File: src/rtl/cla_pkg.sv
// Shared constants and configuration helpers for the pipelined CLA adder.
package cla_pkg;
    localparam int CLA_WIDTH = 28;
    localparam int CLA_GROUP = 4;
    localparam int CLA_STAGES = 3;

    function automatic int cla_ngroup(input int width, input int group);
        return width / group;
    endfunction

    function automatic bit cla_cfg_ok(input int width, input int group);
        return (group > 0) && (width > 0) && ((width % group) == 0);
    endfunction
endpackage

File: src/rtl/cla_group.sv
// One GROUP-bit lookahead slice: group propagate/generate from bit p/g, and
// the in-group carries (carry into each bit) from the group carry-in.
module cla_group
    import cla_pkg::*;
#(
    parameter int GROUP = CLA_GROUP
) (
    input  logic [GROUP-1:0] p,
    input  logic [GROUP-1:0] g,
    input  logic             c_in,
    output logic             gp,
    output logic             gg,
    output logic [GROUP-1:0] c
);
    always_comb begin
        logic cr;
        gp = &p;
        gg = 1'b0;
        cr = c_in;
        c  = '0;
        for (int i = 0; i < GROUP; i++) begin
            c[i] = cr;
            cr   = g[i] | (p[i] & cr);
            gg   = g[i] | (p[i] & gg);
        end
    end
endmodule

File: src/rtl/cla_pipe_adder.sv
// Three-stage pipelined two-level carry-lookahead adder with valid/ready flow.
// Optional group P/G outputs are enabled by defining CLA_PIPE_PG_OUT_EN.
module cla_pipe_adder
    import cla_pkg::*;
#(
    parameter int WIDTH = CLA_WIDTH,
    parameter int GROUP = CLA_GROUP
) (
    input  logic             clk,
    input  logic             rst_n,
    input  logic             in_valid,
    output logic             in_ready,
    input  logic [WIDTH-1:0] a,
    input  logic [WIDTH-1:0] b,
    input  logic             cin,
    output logic             out_valid,
    input  logic             out_ready,
    output logic [WIDTH-1:0] sum,
    output logic             cout,
    output logic             ovf
`ifdef CLA_PIPE_PG_OUT_EN
    ,
    output logic [WIDTH/GROUP-1:0] grp_p,
    output logic [WIDTH/GROUP-1:0] grp_g
`endif
);
    localparam int NGROUP = cla_ngroup(WIDTH, GROUP);
    localparam int STAGES = CLA_STAGES;

    if (!cla_cfg_ok(WIDTH, GROUP)) begin : g_cfg_chk
        $error("cla_pipe_adder: WIDTH must be a positive multiple of GROUP");
    end

    logic [STAGES:1] vld_pipe;
    logic            en;

    // A single enable freezes every stage, so backpressure never drops beats.
    assign en        = !vld_pipe[STAGES] | out_ready;
    assign in_ready  = en;
    assign out_valid = vld_pipe[STAGES];

    always_ff @(posedge clk or negedge rst_n) begin
        if (!rst_n) vld_pipe <= '0;
        else if (en) vld_pipe <= {vld_pipe[STAGES-1:1], in_valid};
    end

    // ---- S1: bit p/g and group P/G ----
    logic [WIDTH-1:0]  p0, g0, s1_c_unused;
    logic [NGROUP-1:0] gp0, gg0;
    logic [WIDTH-1:0]  p1, g1;
    logic [NGROUP-1:0] gp1, gg1;
    logic              cin1;

    assign p0 = a ^ b;
    assign g0 = a & b;

    for (genvar k = 0; k < NGROUP; k++) begin : g_s1
        cla_group #(.GROUP(GROUP)) u_grp (
            .p    (p0[k*GROUP +: GROUP]),
            .g    (g0[k*GROUP +: GROUP]),
            .c_in (1'b0),
            .gp   (gp0[k]),
            .gg   (gg0[k]),
            .c    (s1_c_unused[k*GROUP +: GROUP])
        );
    end

    always_ff @(posedge clk or negedge rst_n) begin
        if (!rst_n) begin
            p1 <= '0; g1 <= '0; gp1 <= '0; gg1 <= '0; cin1 <= 1'b0;
        end else if (en) begin
            p1 <= p0; g1 <= g0; gp1 <= gp0; gg1 <= gg0; cin1 <= cin;
        end
    end

    // ---- S2: group carries, each a flat sum of products (no group ripple) ----
    logic [NGROUP:0]   c_grp_n, c2;
    logic [WIDTH-1:0]  p2, g2;
    logic [NGROUP:0]   gen_ext;

    assign gen_ext = {gg1, cin1};

    always_comb begin
        logic t, cc;
        t       = 1'b0;
        cc      = 1'b0;
        c_grp_n = '0;
        c_grp_n[0] = cin1;
        for (int k = 0; k < NGROUP; k++) begin
            cc = 1'b0;
            // gen_ext[j] is cin (j=0) or GG[j-1], propagated through GP[j..k].
            for (int j = 0; j <= k + 1; j++) begin
                t = gen_ext[j];
                for (int m = j; m <= k; m++) t = t & gp1[m];
                cc = cc | t;
            end
            c_grp_n[k+1] = cc;
        end
    end

`ifdef CLA_PIPE_PG_OUT_EN
    logic [NGROUP-1:0] gp2, gg2, gp3, gg3;
`endif

    always_ff @(posedge clk or negedge rst_n) begin
        if (!rst_n) begin
            p2 <= '0; g2 <= '0; c2 <= '0;
`ifdef CLA_PIPE_PG_OUT_EN
            gp2 <= '0; gg2 <= '0;
`endif
        end else if (en) begin
            p2 <= p1; g2 <= g1; c2 <= c_grp_n;
`ifdef CLA_PIPE_PG_OUT_EN
            gp2 <= gp1; gg2 <= gg1;
`endif
        end
    end

    // ---- S3: in-group carries, sum, cout, overflow ----
    logic [WIDTH-1:0]  c3;
    logic [NGROUP-1:0] s3_gp_unused, s3_gg_unused;
    logic [WIDTH-1:0]  sum_n;
    logic              ovf_n;

    for (genvar k = 0; k < NGROUP; k++) begin : g_s3
        cla_group #(.GROUP(GROUP)) u_grp (
            .p    (p2[k*GROUP +: GROUP]),
            .g    (g2[k*GROUP +: GROUP]),
            .c_in (c2[k]),
            .gp   (s3_gp_unused[k]),
            .gg   (s3_gg_unused[k]),
            .c    (c3[k*GROUP +: GROUP])
        );
    end

    assign sum_n = p2 ^ c3;
    assign ovf_n = c3[WIDTH-1] ^ c2[NGROUP];

    always_ff @(posedge clk or negedge rst_n) begin
        if (!rst_n) begin
            sum <= '0; cout <= 1'b0; ovf <= 1'b0;
`ifdef CLA_PIPE_PG_OUT_EN
            gp3 <= '0; gg3 <= '0;
`endif
        end else if (en) begin
            sum <= sum_n; cout <= c2[NGROUP]; ovf <= ovf_n;
`ifdef CLA_PIPE_PG_OUT_EN
            gp3 <= gp2; gg3 <= gg2;
`endif
        end
    end

`ifdef CLA_PIPE_PG_OUT_EN
    assign grp_p = gp3;
    assign grp_g = gg3;
`endif
endmodule

File: config.mk
export PLATFORM = sky130hd
export DESIGN_NAME = cla_pipe_adder
export DESIGN_NICKNAME = d
export VERILOG_FILES = /design/src/rtl/cla_pkg.sv /design/src/rtl/cla_group.sv /design/src/rtl/cla_pipe_adder.sv
export SDC_FILE = /design/constraint.sdc
export NUM_CORES = 1
export LEC_CHECK = 0
export CORE_MARGIN = 8
export CORE_UTILIZATION = 56
export CTS_CLUSTER_SIZE = 40
export DETAILED_ROUTE_END_ITERATION = 8
export PLACE_DENSITY_LB_ADDON = 0.05
export SYNTH_ARGS = -nofsm -noshare
export SYNTH_HDL_FRONTEND = slang
export SYNTH_HIERARCHICAL = 1
export SYNTH_SLANG_ARGS = --single-unit
export TNS_END_PERCENT = 5
File: constraint.sdc
create_clock -name clk -period 1.49 [get_ports clk]
set_input_delay 0.149 -clock clk [delete_from_list [all_inputs] [get_ports clk]]
set_output_delay 0.149 -clock clk [all_outputs]
set_load 0.01 [all_outputs]
-- After elaboration in Yosys (flattened, before gate mapping)
Index checks and enable logic that the tools add are counted.
W data, S select, Z words.
- output and inout bits: 32
- bits in registers: 166
- input port bits: 61
- reduce and logical (&&, ||, !) cells: 8
- bitwise gates (word level): 145
- operators by type and width (cell ; number):
    $or A1 B1 Y1 ; 71
    $and A1 B1 Y1 ; 70
    $xor A28 B28 Y28 ; 2
    $and A28 B28 Y28 ; 1
    $reduce_and A4 Y1 ; 7
    $logic_not A1 Y1 ; 1
    $xor A1 B1 Y1 ; 1

-- Longest topological paths before layout
Gate-level depths: netlist of run 1.
- word-level depth: 14
- depth in mapped cells: 7
- gate-level depth less buffers: 5

-- By module
Netlist of run 1, hierarchy kept.
- by module, submodules not included (module ; area an instance (µm²) ; cells an instance ; times used ; seq. area each (µm²)):
    cla_pipe_adder ; 6940.4 ; 749 ; 1 ; 4204.0
    cla_group ; 65.1 ; 11 ; 14 ; 0.0

-- Worst setup path after synthesis of run 1
Ideal clock, no wire load.
- kind: register to register
- from: reg vld_pipe[3] (netlist bit)
- to: reg sum[10]
- slack: 0.262 ns
- required time: 1.357 ns
- stages on the path, launching flop included: 7
- arrival: 1.095 ns
- clock period less this slack: 1.228 ns
- path through: dfrtp_1 nor2b_1 buf_4 buf_4 buf_2 nand2_1 o21ai_0
- word-level cells in the longest chain between the ends: 2
- ends and longest elaborated chain (what ; RTL line ; source):
    start: declaration ; cla_pipe_adder.sv:34 ; logic [STAGES:1] vld_pipe;
    start signal: assignment ; cla_pipe_adder.sv:44 ; else if (en) vld_pipe <= {vld_pipe[STAGES-1:1], in_valid};
    $logic_not A1 Y1 ; cla_pipe_adder.sv:38 ; assign en = !vld_pipe[STAGES] | out_ready;
    $or A1 B1 Y1 ; cla_pipe_adder.sv:38 ;
    end signal: assignment ; cla_pipe_adder.sv:146 ; sum <= sum_n; cout <= c2[NGROUP]; ovf <= ovf_n;
    end: declaration ; cla_pipe_adder.sv:18 ; output logic [WIDTH-1:0] sum,
Every way passes these cells.
A chain may end at the register's enable or synchronous reset.

-- Worst setup path in the final report of run 1
- from: reg sum[4]
- to: out sum[4]
No word-level cell between the ends.

==> key figures, run 1 <==
Status
  • Status: completed

Layout
  • FF+latch area: 3850 µm²
  • Layout Nets: 949
  • Fillers: 946
  • Multi-input gate area in the final layout: 2760 µm²
  • Diode count: 0
  • Most frequent cells in the layout: nand2_1, dfrtp_1, clkdlybuf4s50_1
  • Commonest non-fill, non-tap cell in the layout: nand2_1
  • Layout cells sized above 1: 0.0643
  • P&R area growth vs syn: 26.0%
  • Core Util, Final: 0.722

Route
  • WL final: 13900 µm
  • Number of vias in the routed layout: 5138
  • First drt pass iteration count: 4
  • Post-DR wirelength/cell: 13.7 µm
  • DRC: 0
  • Vias per cell: 5.05
  • Initial DRC count: 353
  • Post-route ant nets: 0

Clocking
  • Clk slew on worst S/H paths: 0.06 ns
  • CTS Sinks: 154
  • Worst-Skew Late Latency: 0.41 ns
  • H-tree depth: 4
  • Root Driver: clkbuf_16
  • Maximum buffer depth of the clock tree: 2
  • TritonCTS Buffers: 17
  • CTS tree: done

Floorplan
  • IO Pins: 93
  • Initial Util: 0.573
  • Core area: 12000 µm²
  • Die X: 127 µm
  • Die area: 16100 µm²
  • Num rows: 40
  • Die span in y: 127 µm

Worst setup path
  • Worst path arrival time: 1.29 ns
  • Critical Path RT: 1.34 ns
  • Worst Setup End Kind: output port
  • Crit start category: flip-flop
  • WP buf/inv: 1
  • Setup CP Type: reg -> out
  • Crit-path max FO: 2
  • Family with the most delay on the worst path: buffers and inverters
  • CP max stage delay: 0.54 ns
  • Crit-path cells: clkdlybuf4s50_1
  • Crit path max-delay cell type: clkdlybuf4s50_1

Global route
  • Largest net degree at the start of global routing: 63
  • Global-route wire length before repair: 24400 µm
  • Initial antenna violation count: 0
  • GR Util All Layers: 0.184
  • Vias in the first global route: 5273
  • Total congestion overflow: 0

Timing
  • Finish-stage setup viols: 0
  • Worst Tran Pin Value: 0.334 ns
  • RSZ-0062 raised after global routing: no
  • Hold Vio Cnt, Final: 0
  • Layout Skew: 0.00549 ns
  • Setup TNS: 0 ns
  • Fin. max-slew vios: 0
  • Final WS setup: 0.0479 ns
  • Final min period: 1.44 ns
  • Period utilization: 0.968
  • Hold WS: 0.127 ns
  • Slew HR: 0.776
  • F_max: 0.693 GHz

Place
  • Final HPWL DP: 9830 µm
  • PortBufs: 92
  • GP Congestion: 0.781
  • Dpl ws: -0.0223 ns

Pwr
  • Max VDD drop: 1.06 mV
  • LEAKAGE: 4.57 nW
  • PwrDens: 1790 nW/µm²

Yosys
  • Mapped Cells: 769
  • Post-Syn Area: 6880 µm²
  • Mapped Nets: 858
  • Number of synthesis warnings: 6
  • Mean Syn Cell Area: 8.95 µm²

Min path
  • Min-delay worst type: in -> async

Run
  • Max-Cap Viols: 0
## report_power, final
part / total [mW] / internal (mW) / switching (mW) / leakage, nW
Clock: 4.38 / 2.78 / 1.59 / 0.298
Combinational: 4.67 / 2.35 / 2.31 / 2.36
Sequential: 6.47 / 5.54 / 0.935 / 1.91
## per-layer routing
layer	global-route usage	routed length (µm)
met1	0.228	6280
met2	0.303	6840
met3	0.0486	600
met4	0.0707	208
met5	0	0
## cell type report
type / count / share of cell area
clock buffer: 22 / 0.0558
clock inverter: 8 / 0.0136
inverter: 1 / 0.000721
multi-input combinational: 570 / 0.318
sequential: 154 / 0.444
tap: 147 / 0.0212
timing repair buffer: 116 / 0.146
## flip-flops by register name, summed over array words and instances, names as in the netlist
| name | count |
|---|---|
| c2 | 8 |
| cin1 | 1 |
| cout | 1 |
| g1 | 21 |
| g2 | 21 |
| gg1 | 7 |
| gp1 | 7 |
| ovf | 1 |
| p1 | 28 |
| p2 | 28 |
| sum | 28 |
| vld_pipe | 3 |
## through the flow
step	instances	power [mW]	instance area, µm²
2_1_floorplan	769	9.40	6880
3_3_place_gp	985	11.1	8020
3_5_place_dp	985	11.3	8020
4_1_cts	1017	15.7	8630
5_1_grt	1018	16.5	8680
6_report	1018	15.5	8680
## final timing paths
path / endpoint / slack (ns) / startpoint / cells past startpoint
max: sum[4] / 0.05 / sum[4]$_DFFE_PN0P_ / 1
min: sum[9]$_DFFE_PN0P_ / 0.13 / rst_n / 2
max reg2reg: c2[6]$_DFFE_PN0P_ / 0.09 / cin1$_DFFE_PN0P_ / 4
min reg2reg: p1[8]$_DFFE_PN0P_ / 0.46 / p1[8]$_DFFE_PN0P_ / 2
max in group asynchronous: p1[5]$_DFFE_PN0P_ / 0.81 / rst_n / 3
min in group clk: vld_pipe[1]$_DFFE_PN0P_ / 0.27 / in_valid / 3
## repair_timing
action | in CTS | in global routing
endpoints found under the hold margin | 154 | 0
setup endpoints to repair | 7 | 14
hold buffers | 1 | 0
resized for setup | 7 | 14
setup buffers | 1 | 1
(Power assumes the default switching activity.)
==> inputs of run 2 (changes only) <==
- ABC_AREA: unset -> 1
- CORE_UTILIZATION: 56 -> 57
- PLACE_DENSITY_LB_ADDON: 0.05 -> 0.25
==> key figures, run 2 <==
Worst setup path
  • R2R Setup Slk: 0.17 ns (+0.08 ns)
  • Family with the most delay on the worst path: buffers and inverters
  • Crit-path cells: clkdlybuf4s50_1
  • WP buf/inv: 1 (unchanged)
  • CP max stage delay: 0.54 ns (about the same)
  • Crit start category: flip-flop
  • Worst Setup End Kind: output port
  • Critical Path RT: 1.34 ns (about the same)
  • Setup CP Type: reg -> out
  • Worst path arrival time: 1.28 ns (about the same)
  • Crit-path max FO: 2 (unchanged)
  • Crit path max-delay cell type: clkdlybuf4s50_1

Status
  • Status: completed

Place
  • Final HPWL DP: 9820 µm (-0.11%)
  • PortBufs: 92 (unchanged)
  • GP Congestion: 0.787 (+0.68%)

Timing
  • Setup TNS: 0 ns (unchanged)
  • RSZ-0062 raised after global routing: no
  • Layout Skew: 0.00458 ns (-0.000909 ns)
  • Hold WS: 0.168 ns (+0.0407 ns)
  • F_max: 0.698 GHz (+0.63%)
  • Fin. max-slew vios: 0 (unchanged)
  • Slew HR: 0.772 (-0.00421)
  • Final min period: 1.43 ns (-0.00900 ns)
  • Worst Tran Pin Value: 0.342 ns (+0.00833 ns)
  • Period utilization: 0.962 (-0.00604)
  • Finish-stage setup viols: 0 (unchanged)
  • Hold Vio Cnt, Final: 0 (unchanged)

Layout
  • P&R area growth vs syn: 23.8%
  • Commonest non-fill, non-tap cell in the layout: nand2_1
  • Layout cells sized above 1: 0.0845 (+0.0202)
  • Layout Nets: 978 (+3.1%)
  • Fillers: 921 (-2.6%)
  • Most frequent cells in the layout: nand2_1, dfrtp_1, o21ai_0
  • Top flop regs: p1 x28, p2 x28, sum x28
  • Diode count: 0 (unchanged)

Route
  • Top Metal Used: met4
  • Post-DR wirelength/cell: 12.9 µm (-5.4%)
  • Vias per cell: 4.94 (-2.1%)
  • Post-route ant nets: 0 (unchanged)
  • Number of vias in the routed layout: 5273 (+2.6%)
  • Met2 WL: 6870 µm (+0.51%)
  • DR WL met3: 623 µm (+3.8%)
  • First drt pass iteration count: 4 (unchanged)
  • Initial DRC count: 247 (-30%)
  • DRC: 0 (unchanged)
  • WL final: 13800 µm (-0.88%)
  • Met1 WL: 6050 µm (-3.8%)

Yosys
  • Number of synthesis warnings: 6 (unchanged)
  • Mapped Nets: 893 (+4.1%)
  • Post-Syn Area: 7100 µm² (+3.1%)
  • Mapped Cells: 804 (+4.6%)
  • Mean Syn Cell Area: 8.83 µm² (-1.4%)

Floorplan
  • IO Pins: 93 (unchanged)
  • Die span in y: 128 µm (+0.56%)
  • Initial Util: 0.588 (+0.0154)
  • Die X: 128 µm (+0.56%)
  • Die area: 16300 µm² (+1.1%)
  • Num rows: 40 (unchanged)
  • Core area: 12100 µm² (+0.42%)

Global route
  • Vias in the first global route: 5442 (+3.2%)
  • Total congestion overflow: 0 (unchanged)
  • GR Util All Layers: 0.183 (-0.00128)
  • Global-route wire length before repair: 24100 µm (-1.0%)
  • Initial antenna violation count: 0 (unchanged)
  • Largest net degree at the start of global routing: 65 (+3.2%)

Clocking
  • CTS Sinks: 154 (unchanged)
  • Maximum buffer depth of the clock tree: 2 (unchanged)
  • Clk slew on worst S/H paths: 0.05 ns (about the same)
  • Root Driver: clkbuf_16
  • H-tree depth: 4 (unchanged)
  • Worst-Skew Late Latency: 0.42 ns (about the same)
  • TritonCTS Buffers: 17 (unchanged)
  • CTS tree: done

Min path
  • Min-delay worst type: in -> async

Pwr
  • LEAKAGE: 4.40 nW (-3.6%)
  • PwrDens: 1690 nW/µm² (-5.7%)
  • Max VDD drop: 0.887 mV (-16%)

Run
  • Max-Cap Viols: 0 (unchanged)
[run 2: cell count changes in the layout (fill, tap and decap cells not counted), moves of 7 or more]
cell	previous run	this run
inv_1	0	100
dlymetal6s2s_1	13	21
a21o_1	22	0
nand2_2	0	22
o21ai_0	37	108
clkdlybuf4s50_1	71	60
a21oi_1	19	3
a31o_1	7	0
nand2_1	396	255
o21ai_1	3	27
[run 2: area by class of cell]
| type | instances | area (µm²) | share of cell area |
|---|---|---|---|
| clock buffers | 27 | 503 | 0.0573 |
| clock inverters | 2 | 60.1 | 0.00684 |
| inverters | 103 | 389 | 0.0443 |
| multi-input cells | 504 | 2580 | 0.294 |
| flip-flops and latches | 154 | 3850 | 0.439 |
| well taps | 168 | 210 | 0.0239 |
| repair buffers | 109 | 1190 | 0.135 |
[run 2: routing by layer]
| layer | up-vias | global-route usage |
|---|---|---|
| li1 | 2657 | - |
| met1 | 2486 | 0.209 |
| met2 | 103 | 0.313 |
| met3 | 27 | 0.0528 |
| met4 | 0 | 0.0811 |
| met5 | - | 0 |
[run 2: power breakdown]
part           leakage [nW]  switching, mW  internal, mW
Sequential             1.91          0.803          5.52
Clock                 0.274           1.51          2.62
Combinational          2.21           2.34          2.03
[run 2: path summary, 6_finish.rpt]
check | startpoint | to | cells after the start
setup reg to reg | vld_pipe[3]$_DFFE_PN0P_ | c2[7]$_DFFE_PN0P_ | 6
min in group clk | in_valid | vld_pipe[1]$_DFFE_PN0P_ | 3
hold / removal | rst_n | g2[13]$_DFFE_PN0P_ | 2
max in group asynchronous | rst_n | vld_pipe[1]$_DFFE_PN0P_ | 3
setup / recovery | vld_pipe[3]$_DFFE_PN0P_ | out_valid | 1
hold reg to reg | p1[27]$_DFFE_PN0P_ | p2[27]$_DFFE_PN0P_ | 2
[run 2: timing repair]
item / in CTS / in global routing
endpoints found under the hold margin: 154 / 0
pin swaps: 0 / 1
endpoints found under the setup margin: 10 / 22
resized for setup: 10 / 23
setup buffers: 0 / 0
cloned: 0 / 0
hold buffers: 1 / 0
[run 2: through the flow]
stage | setup WS [ns] | cell area, µm² | std cells | utilization | total power, mW
finish | 0.0569 | 8780 | 1067 | 0.728 | 14.8
global route | 0.00518 | 8780 | 1067 | 0.728 | 15.8
CTS | -0.0210 | 8740 | 1067 | 0.724 | 15.1
detailed placement | -0.0765 | 8180 | 1037 | 0.678 | 11.0
global placement | -0.0440 | 8180 | 1037 | 0.678 | 10.8
floorplan | 0.269 | 7100 | 804 | - | 9.23
==> inputs of run 3 (changes only) <==
- CORE_UTILIZATION: 57 -> 55
- SYNTH_HIERARCHICAL: 1 -> unset
- TNS_END_PERCENT: 5 -> 10
==> key figures, run 3 <==
Floorplan
  • Die span in y: 127 µm (-0.24%)
  • Num rows: 40 (unchanged)
  • Die X: 127 µm (-0.24%)
  • Die area: 16200 µm² (-0.48%)
  • Initial Util: 0.565 (-0.0238)
  • IO Pins: 93 (unchanged)
  • Core area: 12100 µm² (unchanged)

Route
  • First drt pass iteration count: 5 (+1)
  • DRC: 0 (unchanged)
  • Initial DRC count: 407 (+65%)
  • WL final: 15200 µm (+10%)
  • Vias per cell: 5.11 (+3.4%)
  • Post-route ant nets: 0 (unchanged)
  • Post-DR wirelength/cell: 14.7 µm (+14%)
  • Number of vias in the routed layout: 5284 (+0.21%)

Yosys
  • Number of synthesis warnings: 0 (-6)
  • Mapped Nets: 849 (-4.9%)
  • #FFs+latches synth: 154
  • Post-Syn Area: 6810 µm² (-4.0%)
  • Synth area leaders: dfrtp_1, nand2_1, ha_1
  • Mean Syn Cell Area: 9.22 µm² (+4.4%)
  • FFs w/ async S/R, synth: 1.00
  • Biggest area consumer among synthesized cells: dfrtp_1
  • Share of the synthesized area in the top cell type: 0.566
  • Count leader, synth: nand2_1
  • Seq/Total Area, Yosys: 0.566
  • Number of synthesized flops with an enable pin: 0
  • Synth top cells by count: nand2_1, dfrtp_1, ha_1, o21ai_0, inv_1
  • Yosys cell types: 28
  • Most used DFF post-synth: dfrtp_1
  • Mapped Cells: 739 (-8.1%)

Status
  • Status: finished, violations left
  • Failing checks: setup timing

Timing
  • Final min period: 1.79 ns (+0.360 ns)
  • Slew HR: 0.719 (-0.0527)
  • Worst Tran Pin Value: 0.421 ns (+0.0790 ns)
  • Fin. max-slew vios: 0 (unchanged)
  • Layout Skew: 0.00670 ns (+0.00212 ns)
  • Finish-stage setup viols: 16 (+16)
  • Hold Vio Cnt, Final: 0 (unchanged)
  • RSZ-0062 raised after global routing: yes
  • Period utilization: 1.20 (+0.241)
  • Hold WS: 0.212 ns (+0.0441 ns)
  • F_max: 0.558 GHz (-20%)
  • Setup TNS: -3.12 ns (-3.12 ns)
  • Final WS setup: -0.303 ns (-0.360 ns)

Worst setup path
  • Crit-path max FO: 2 (unchanged)
  • Setup CP Type: reg -> reg
  • Reg2Reg Depth: 8 (+2)
  • Crit start category: flip-flop
  • Critical Path RT: 1.79 ns (+0.45 ns)
  • Worst R2R Start: p2[24]$_DFFE_PN0P_
  • Setup crit start: p2[24]$_DFFE_PN0P_
  • Reg-to-Reg End: sum[27]$_DFFE_PN0P_
  • Worst path arrival time: 2.09 ns (+0.81 ns)
  • Worst Setup End Kind: flip-flop
  • R2R Setup Slk: -0.30 ns (-0.47 ns)
  • End of the critical path: sum[27]$_DFFE_PN0P_

Clocking
  • Worst-Skew Late Latency: 0.42 ns (about the same)
  • CTS Sinks: 154 (unchanged)
  • Clk slew on worst S/H paths: 0.06 ns (about the same)
  • Maximum buffer depth of the clock tree: 2 (unchanged)
  • CTS tree: done
  • H-tree depth: 4 (unchanged)
  • TritonCTS Buffers: 17 (unchanged)
  • Root Driver: clkbuf_16

Pwr
  • Combinational share of power: 0.338 (+0.043)
  • LEAKAGE: 4.53 nW (+2.9%)
  • Sw power: 5.03 mW (+8.2%)
  • P_int: 10.3 mW (+1.5%)
  • Switching power share of the total: 0.327 (+0.0138)
  • Max VDD drop: 1.08 mV (+21%)
  • Reg power frac: 0.416 (-0.011)
  • PwrDens: 1710 nW/µm² (+1.5%)
  • Power share of the clock group: 0.246 (-0.032)

Global route
  • Largest net degree at the start of global routing: 55 (-15%)
  • Vias in the first global route: 5645 (+3.7%)
  • Total congestion overflow: 0 (unchanged)
  • Global-route wire length before repair: 26100 µm (+8.2%)
  • Initial antenna violation count: 0 (unchanged)
  • GR Util All Layers: 0.199 (+0.0163)

Layout
  • Layout cells sized above 1: 0.137 (+0.0529)
  • Commonest non-fill, non-tap cell in the layout: nand2_1
  • FF+latch area: 3850 µm² (unchanged)
  • Fillers: 859 (-6.7%)
  • P&R area growth vs syn: 31.7%
  • Diode count: 0 (unchanged)
  • Most frequent cells in the layout: nand2_1, dfrtp_1, clkdlybuf4s50_1
  • Multi-input gate area in the final layout: 2900 µm² (+12%)
  • Top flop regs: p1 x28, p2 x28, sum x28
  • Layout Nets: 965 (-1.3%)

Min path
  • Min-delay worst type: in -> async

Place
  • GP Congestion: 0.842 (+7.1%)
  • PortBufs: 92 (unchanged)
  • Final HPWL DP: 11100 µm (+13%)

Run
  • Max-Cap Viols: 0 (unchanged)
==> run 3: cells by family after synthesis <==
group	count (synthesis)	synth area share
AND/OR/NAND/NOR	370	0.217
AO/OA/AOI/OAI	85	0.0685
buffers and inverters	73	0.0489
flip-flops	154	0.566
adder cells (fa/ha/maj)	49	0.0900
XOR/XNOR	8	0.0103
==> run 3: how the worst min path moves through the flow <==
stage	start	endpoint	slack, ns	cells after the start
after global placement	rst_n	sum[9]$_DFFE_PN0P_	0.08	1
after global routing	rst_n	sum[9]$_DFFE_PN0P_	0.26	2
after detailed placement	rst_n	sum[9]$_DFFE_PN0P_	0.1	1
after CTS	rst_n	sum[9]$_DFFE_PN0P_	0.23	2
after floorplan	rst_n	c2[0]$_DFFE_PN0P_	-0.15	0
final	rst_n	sum[9]$_DFFE_PN0P_	0.21	2
==> run 3: routing by layer <==
layer,GRT usage,up-vias,share of wire
li1,-,2577,-
met4,0.0826,0,0.019
met3,0.0445,23,0.040
met2,0.350,106,0.51
met1,0.231,2578,0.43
met5,0,-,0
==> run 3: final cells by class <==
class	instances	area share
clock inverter	3	0.00167
tap	168	0.0234
timing repair buffer	130	0.150
clock buffer	27	0.0550
sequential	154	0.430
multi-input combinational	512	0.323
inverter	40	0.0170
==> run 3: power groups by stage <==
stage | Combinational (mW) | Sequential [mW] | Clock [mW]
2_1_floorplan | 2.84 | 6.45 | 0
3_3_place_gp | 4.98 | 6.37 | 0
3_5_place_dp | 5.22 | 6.44 | 0
4_1_cts | 5.25 | 6.40 | 3.84
5_1_grt | 5.84 | 6.55 | 4.01
6_report | 5.19 | 6.39 | 3.78
==> run 3: worst max-delay path: stages, from the launching register on <==
cell     delay (ns)
dfrtp_1        0.39
ha_2           0.18
or2_4          0.23
ha_4           0.15
or2_4          0.23
ha_4           0.16
nor2_4         0.09
xor2_1         0.15
o21ai_1        0.08
==> run 3: metrics by stage <==
step	cell area (µm²)	power (mW)	instances	utilization	setup slack, ns
floorplan	7050	9.29	739	-	-0.218
global placement	8400	11.3	1002	0.696	-0.240
detailed placement	8400	11.7	1002	0.696	-0.307
CTS	8930	15.5	1033	0.740	-0.316
global route	8970	16.4	1034	0.744	-0.373
finish	8970	15.4	1034	0.744	-0.303
==> run 3: what timing repair did <==
item / in CTS / in global routing
setup endpoints to repair: 29 / 28
pin swaps: 5 / 5
hold buffers: 1 / 0
buffers inserted: 0 / 1
resized for setup: 19 / 13
hold endpoints to repair: 38 / 0
